File: config.mk
export PLATFORM = sky130hd
export DESIGN_NAME = bus_write_demux_flat
export DESIGN_NICKNAME = d
export VERILOG_FILES = /design/src/rtl/bus_write_demux_if.sv /design/src/rtl/bus_write_demux.sv /design/src/flat_wrapper.sv
export SDC_FILE = /design/constraint.sdc
export NUM_CORES = 1
export LEC_CHECK = 0
export BUFFER_PORTS_ARGS = -buffer_cell sky130_fd_sc_hd__buf_2
export CORE_MARGIN = 8
export CORE_UTILIZATION = 40
export CTS_CLUSTER_DIAMETER = 30
export CTS_CLUSTER_SIZE = 40
export DETAILED_ROUTE_END_ITERATION = 6
export PLACE_DENSITY = 0.75
export SLEW_MARGIN = 20
export SYNTH_ARGS = -nofsm -noshare
export SYNTH_HDL_FRONTEND = slang
export SYNTH_SLANG_ARGS = --single-unit
File: constraint.sdc
create_clock -name CLK -period 1.7 [get_ports CLK]
set_clock_uncertainty 0.15 [all_clocks]
set_input_delay 0.255 -clock CLK [delete_from_list [all_inputs] [get_ports CLK]]
set_output_delay 0.255 -clock CLK [all_outputs]
set_load 0.005 [all_outputs]
File: src/rtl/bus_write_demux_if.sv
// CPU-request / slave-strobe bundle for bus_write_demux.
// The demux takes the slave modport; the CPU and slave models take the master modport.
interface bus_write_demux_if;
  logic        req_valid;
  logic        req_ready;
  logic        req_we;
  logic [31:0] req_addr;
  logic [31:0] req_wdata;
  logic [3:0]  req_be;
  logic        rsp_valid;
  logic        rsp_err;
  logic [2:0]  rsp_sel;
  logic [5:0]  s_valid;
  logic        s_we;
  logic [31:0] s_addr;
  logic [31:0] s_wdata;
  logic [3:0]  s_be;
  logic [5:0]  s_ack;

  modport master (
    output req_valid, req_we, req_addr, req_wdata, req_be, s_ack,
    input  req_ready, rsp_valid, rsp_err, rsp_sel,
           s_valid, s_we, s_addr, s_wdata, s_be
  );

  modport slave (
    input  req_valid, req_we, req_addr, req_wdata, req_be, s_ack,
    output req_ready, rsp_valid, rsp_err, rsp_sel,
           s_valid, s_we, s_addr, s_wdata, s_be
  );
endinterface

File: src/rtl/bus_write_demux.sv
// Address-decoding request demux from the OTTER memory stage to up to six slaves.
// Define BUS_DEMUX_TIMEOUT_EN to abort a BUSY transfer after TIMEOUT cycles without an ack.
module bus_write_demux #(
  parameter int N_PORTS = 6,
  parameter int SEL_LO  = 28,
  parameter int TIMEOUT = 16
) (
  input logic               CLK,
  input logic               RST_N,
  bus_write_demux_if.slave  bus
);

  if (N_PORTS < 1 || N_PORTS > 6 || SEL_LO < 0 || SEL_LO > 29 ||
      TIMEOUT < 2 || TIMEOUT > 255) begin : g_param_check
    $error("bus_write_demux: parameter out of range");
  end

  typedef enum logic [1:0] {IDLE, BUSY, ERR} state_t;

  state_t     state;
  logic [2:0] idx;
  logic [2:0] dec_idx;
  logic       dec_hit;
  logic       ack_hit;
`ifdef BUS_DEMUX_TIMEOUT_EN
  logic [7:0] cnt;
`endif

  assign dec_idx       = bus.req_addr[SEL_LO+2:SEL_LO];
  assign dec_hit       = ({1'b0, dec_idx} < 4'(N_PORTS));
  // s_valid is one-hot on idx while BUSY, so this sees only the addressed slave's ack
  assign ack_hit       = |(bus.s_ack & bus.s_valid);
  assign bus.req_ready = (state == IDLE);

  always_ff @(posedge CLK) begin
    if (!RST_N) begin
      state         <= IDLE;
      idx           <= 3'd0;
      bus.s_valid   <= 6'd0;
      bus.s_we      <= 1'b0;
      bus.s_addr    <= 32'd0;
      bus.s_wdata   <= 32'd0;
      bus.s_be      <= 4'd0;
      bus.rsp_valid <= 1'b0;
      bus.rsp_err   <= 1'b0;
      bus.rsp_sel   <= 3'd0;
`ifdef BUS_DEMUX_TIMEOUT_EN
      cnt           <= 8'd0;
`endif
    end else begin
      bus.rsp_valid <= 1'b0;
      case (state)
        IDLE: begin
          if (bus.req_valid) begin
            bus.s_we    <= bus.req_we;
            bus.s_addr  <= bus.req_addr;
            bus.s_wdata <= bus.req_wdata;
            bus.s_be    <= bus.req_be;
            idx         <= dec_idx;
            if (dec_hit) begin
              bus.s_valid <= 6'b000001 << dec_idx;
              state       <= BUSY;
`ifdef BUS_DEMUX_TIMEOUT_EN
              cnt         <= 8'd0;
`endif
            end else begin
              state <= ERR;
            end
          end
        end
        BUSY: begin
          if (ack_hit) begin
            bus.s_valid   <= 6'd0;
            bus.rsp_valid <= 1'b1;
            bus.rsp_err   <= 1'b0;
            bus.rsp_sel   <= idx;
            state         <= IDLE;
          end
`ifdef BUS_DEMUX_TIMEOUT_EN
          // an ack in the expiry cycle takes the branch above, so it wins
          else if (cnt == 8'(TIMEOUT - 1)) begin
            bus.s_valid   <= 6'd0;
            bus.rsp_valid <= 1'b1;
            bus.rsp_err   <= 1'b1;
            bus.rsp_sel   <= idx;
            state         <= IDLE;
          end else begin
            cnt <= cnt + 8'd1;
          end
`endif
        end
        ERR: begin
          bus.rsp_valid <= 1'b1;
          bus.rsp_err   <= 1'b1;
          bus.rsp_sel   <= 3'd7;
          state         <= IDLE;
        end
        default: state <= IDLE;
      endcase
    end
  end

endmodule

File: src/flat_wrapper.sv
// flat-port wrapper written by rule: the top's interface ports become plain ports
module bus_write_demux_flat 
#(
  parameter int N_PORTS = 6,
  parameter int SEL_LO  = 28,
  parameter int TIMEOUT = 16
)
  (CLK, RST_N, bus_req_valid, bus_req_we, bus_req_addr, bus_req_wdata, bus_req_be, bus_s_ack, bus_req_ready, bus_rsp_valid, bus_rsp_err, bus_rsp_sel, bus_s_valid, bus_s_we, bus_s_addr, bus_s_wdata, bus_s_be);
  bus_write_demux_if bus_i ();
  input logic CLK;
  input logic RST_N;
  input wire logic [$bits(bus_i.req_valid)-1:0] bus_req_valid;
  input wire logic [$bits(bus_i.req_we)-1:0] bus_req_we;
  input wire logic [$bits(bus_i.req_addr)-1:0] bus_req_addr;
  input wire logic [$bits(bus_i.req_wdata)-1:0] bus_req_wdata;
  input wire logic [$bits(bus_i.req_be)-1:0] bus_req_be;
  input wire logic [$bits(bus_i.s_ack)-1:0] bus_s_ack;
  output wire logic [$bits(bus_i.req_ready)-1:0] bus_req_ready;
  output wire logic [$bits(bus_i.rsp_valid)-1:0] bus_rsp_valid;
  output wire logic [$bits(bus_i.rsp_err)-1:0] bus_rsp_err;
  output wire logic [$bits(bus_i.rsp_sel)-1:0] bus_rsp_sel;
  output wire logic [$bits(bus_i.s_valid)-1:0] bus_s_valid;
  output wire logic [$bits(bus_i.s_we)-1:0] bus_s_we;
  output wire logic [$bits(bus_i.s_addr)-1:0] bus_s_addr;
  output wire logic [$bits(bus_i.s_wdata)-1:0] bus_s_wdata;
  output wire logic [$bits(bus_i.s_be)-1:0] bus_s_be;
  assign bus_i.req_valid = bus_req_valid;
  assign bus_i.req_we = bus_req_we;
  assign bus_i.req_addr = bus_req_addr;
  assign bus_i.req_wdata = bus_req_wdata;
  assign bus_i.req_be = bus_req_be;
  assign bus_i.s_ack = bus_s_ack;
  assign bus_req_ready = bus_i.req_ready;
  assign bus_rsp_valid = bus_i.rsp_valid;
  assign bus_rsp_err = bus_i.rsp_err;
  assign bus_rsp_sel = bus_i.rsp_sel;
  assign bus_s_valid = bus_i.s_valid;
  assign bus_s_we = bus_i.s_we;
  assign bus_s_addr = bus_i.s_addr;
  assign bus_s_wdata = bus_i.s_wdata;
  assign bus_s_be = bus_i.s_be;
  bus_write_demux #(.N_PORTS(N_PORTS), .SEL_LO(SEL_LO), .TIMEOUT(TIMEOUT)) u_core (.CLK(CLK), .RST_N(RST_N), .bus(bus_i));
endmodule
==> results.md <==
- Status: complete, but fails checks
- Failing checks: negative setup slack
- Gr ovfl total: 0
- Hpwl dp: 6510 µm
- RSZ-0062 raised after global routing: true
- Remaining DRCs: 0
- Final setup vio count: 7
- Clock sink total: 82
- Final setup TNS: -0.197 ns
- Die X: 103 µm
- Row cnt: 31
- Post-synth top area cell: dfxtp_1
- Clk Latency, worst-skew pair: 0.33 ns
- Vias: 3,374
- Worst VDD drop: 0.435 mV
- Cell Area, Synth: 3000 µm²
- Post-synthesis cell type count: 30
- Hold_ws: 0.0194 ns
- Vias per cell: 4.85
- Core area: 7250 µm²
- MaxCap Viol Count: 0
- First-pass iteration count of the detailed router: 4
- Finished Core Util: 0.663
- Post-Route WL: 10,500 µm
- CP Capture Type: flop
- Global placement routability congestion: 0.818
- Yosys top cell area share: 0.547
- First-pass GRT wire length: 16,500 µm
- IO buf count: 158
- FF-to-FF path depth: 4
- DP Area: 3970 µm²
- Final Hold Vio Count: 0
- Number of I/O pins: 159
- Yosys reg bits: 82
- Reg clk slew, reported paths: 0.08 ns
- Initial Utilization: 0.414
- Worst-margin pin slew: 0.361 ns
- R2R setup slack: -0.06 ns
- Number of routed nets with antenna violations: 0
- Ranking of synthesized cells by area: dfxtp_1 (55%), nand2_1 (18%), a21oi_1 (12%), clkbuf_1 (2.8%), nor3_1 (1.3%)
- Slew headroom: 0.759
- Final Critical Period: 1.76 ns
- Area Overhead vs Synth: 60.2%
- Die Y: 103 µm
- Total track usage: 0.197
- FFs w/ async S/R, synth: 0
- Vias in the first global route: 3,474
- Element type at the critical path start: flop
- WHS Path Cells: 3
- Yosys warnings: 0
- Commonest non-fill, non-tap cell in the layout: buf_2
- Mapped Cells: 374
- Final period util: 1.04
- Number of buffers created by CTS: 9
- Worst hold-check path type: in -> reg
- CP peak stage delay: 0.62 ns
- Share of cells above drive strength 1: 0.341
- Design area: 4810 µm²
- Pin count of the biggest net entering global routing: 43
- Worst Hold Launch: bus_req_wdata[17]
- Avg Cell Area, Syn: 8.03 µm²
- Power Dens Cells: 914 nW/µm²
- CP Data Required Time: 1.80 ns
- CTS tree: yes
- DR iter-0 viols: 128
- Fmax: 0.567 GHz
- Sequential fraction of the synthesis area: 0.547
- R2r startpoint: u_core.bus.s_valid[3]
- CTS H-tree lvls: 3
- Clk root buf: clkbuf_8
- Routed WL per cell: 15.0 µm
- WP data arrival: 1.86 ns
- Worst Hold Endpoint: u_core.bus.s_wdata[17]
- End of the worst register-to-register path: u_core.state[0]
- Ys flop type: dfxtp_1
- Final #Nets: 672
- CP max stage cell: or4_4
- Clock Path Buffers: 2
- Initial antenna violation count: 0
- CP Max Fanout: 8
- Mapped Nets: 455
- Worst Setup Slack, final: -0.0624 ns
- Die area: 10,500 µm²
- Crit-path cells: a22o_1 -> or4_4 -> a21boi_4 -> o31ai_2
- Most frequent cells in the layout: buf_2 (158), nand2_1 (142), dfxtp_1 (80), a21oi_1 (71), dlygate4sd3_1 (62)
- Number of flops mapped to enable cells by yosys: 0
- Leak: 2.30 nW
- Crit path kind: reg -> reg
- Number of max-slew violations in the final report: 0
## worst max-delay path by stage
stage / startpoint / to / slack [ns] / cells after the start
global route: u_core.bus.s_valid[3] / u_core.state[0] / -0.09 / 4
detailed placement: bus_s_ack[3] / u_core.state[0] / -0.1 / 5
floorplan: u_core.bus.s_valid[3] / u_core.state[1] / -0.01 / 5
finish: u_core.bus.s_valid[3] / u_core.state[0] / -0.06 / 4
CTS: u_core.bus.s_valid[3] / u_core.state[0] / -0.06 / 4
global placement: bus_s_ack[3] / u_core.state[1] / -0.06 / 5
## through the flow
| stage | setup WS, ns | std cells | total power, W |
|---|---|---|---|
| final | -0.0624 | 696 | 0.00440 |
| after global placement | -0.0561 | 617 | 0.00289 |
| after global routing | -0.0934 | 695 | 0.00464 |
| after CTS | -0.0568 | 695 | 0.00442 |
| after floorplan | -0.0115 | 374 | 0.00256 |
| after detailed placement | -0.0999 | 617 | 0.00292 |
## logic make-up (layout without fill, tap and decap cells)
group | count (synthesis) | after routing | share of synthesized area
adder cells (fa/ha/maj) | 3 | 3 | 0.0125
buffers and inverters | 31 | 253 | 0.0417
other | 0 | 1 | 0
AO/OA/AOI/OAI | 87 | 87 | 0.168
AND/OR/NAND/NOR | 169 | 169 | 0.224
multiplexers | 2 | 2 | 0.00667
flip-flops | 82 | 82 | 0.547
## synthesized netlist by cell type, types with 3 or more instances
| cell type | count |
|---|---|
| nor3_1 | 8 |
| a32o_1 | 3 |
| clkbuf_1 | 22 |
| ha_1 | 3 |
| dfxtp_1 | 82 |
| inv_1 | 5 |
| a22o_1 | 3 |
| a21oi_1 | 72 |
| nand2_1 | 143 |
| nor2_1 | 8 |
## layer usage
layer,vias to the layer above,wire length (µm),track usage
li1,1657,-,-
met1,1546,3960,0.216
met2,150,5130,0.341
met3,21,1120,0.0635
met4,0,241,0.0835
met5,-,0,0
## state kept, by name (all words and copies together), names as in the netlist, 2 cells and up
register            cells
u_core.bus.rsp_sel      3
u_core.bus.s_addr      32
u_core.bus.s_be         4
u_core.bus.s_valid      6
u_core.bus.s_wdata     32
u_core.state            2
## cell type report
cell class                      count  area, µm²
Fill cell                         587       2440
Sequential cell                    82       1640
Timing Repair Buffer              231       1540
Multi-Input combinational cell    261       1280
Clock buffer                       11        141
Tap cell                           99        124
Clock inverter                      5       53.8
Inverter                            6       22.5
Antenna cell                        1       2.50
## report_power, final
part / internal (W) / switching [W]
Combinational: 0.000429 / 0.000443
Clock: 0.000715 / 0.000674
Sequential: 0.00206 / 0.0000742
## what timing repair did
item / in CTS / in global routing
pin swaps: 2 / 2
hold buffers: 62 / 0
resized for setup: 2 / 4
setup buffers: 0 / 0
endpoints found under the setup margin: 8 / 30
cloned: 0 / 0
endpoints found under the hold margin: 62 / 0
## critical path, delay by kind of cell, from the launching register on
family             cells  cell delay (ns)
AOI/OAI and AO/OA      3             0.58
DFF                    1             0.33
and+or+nand+nor        1             0.62
Note: power is estimated with default switching activity, not from simulation.
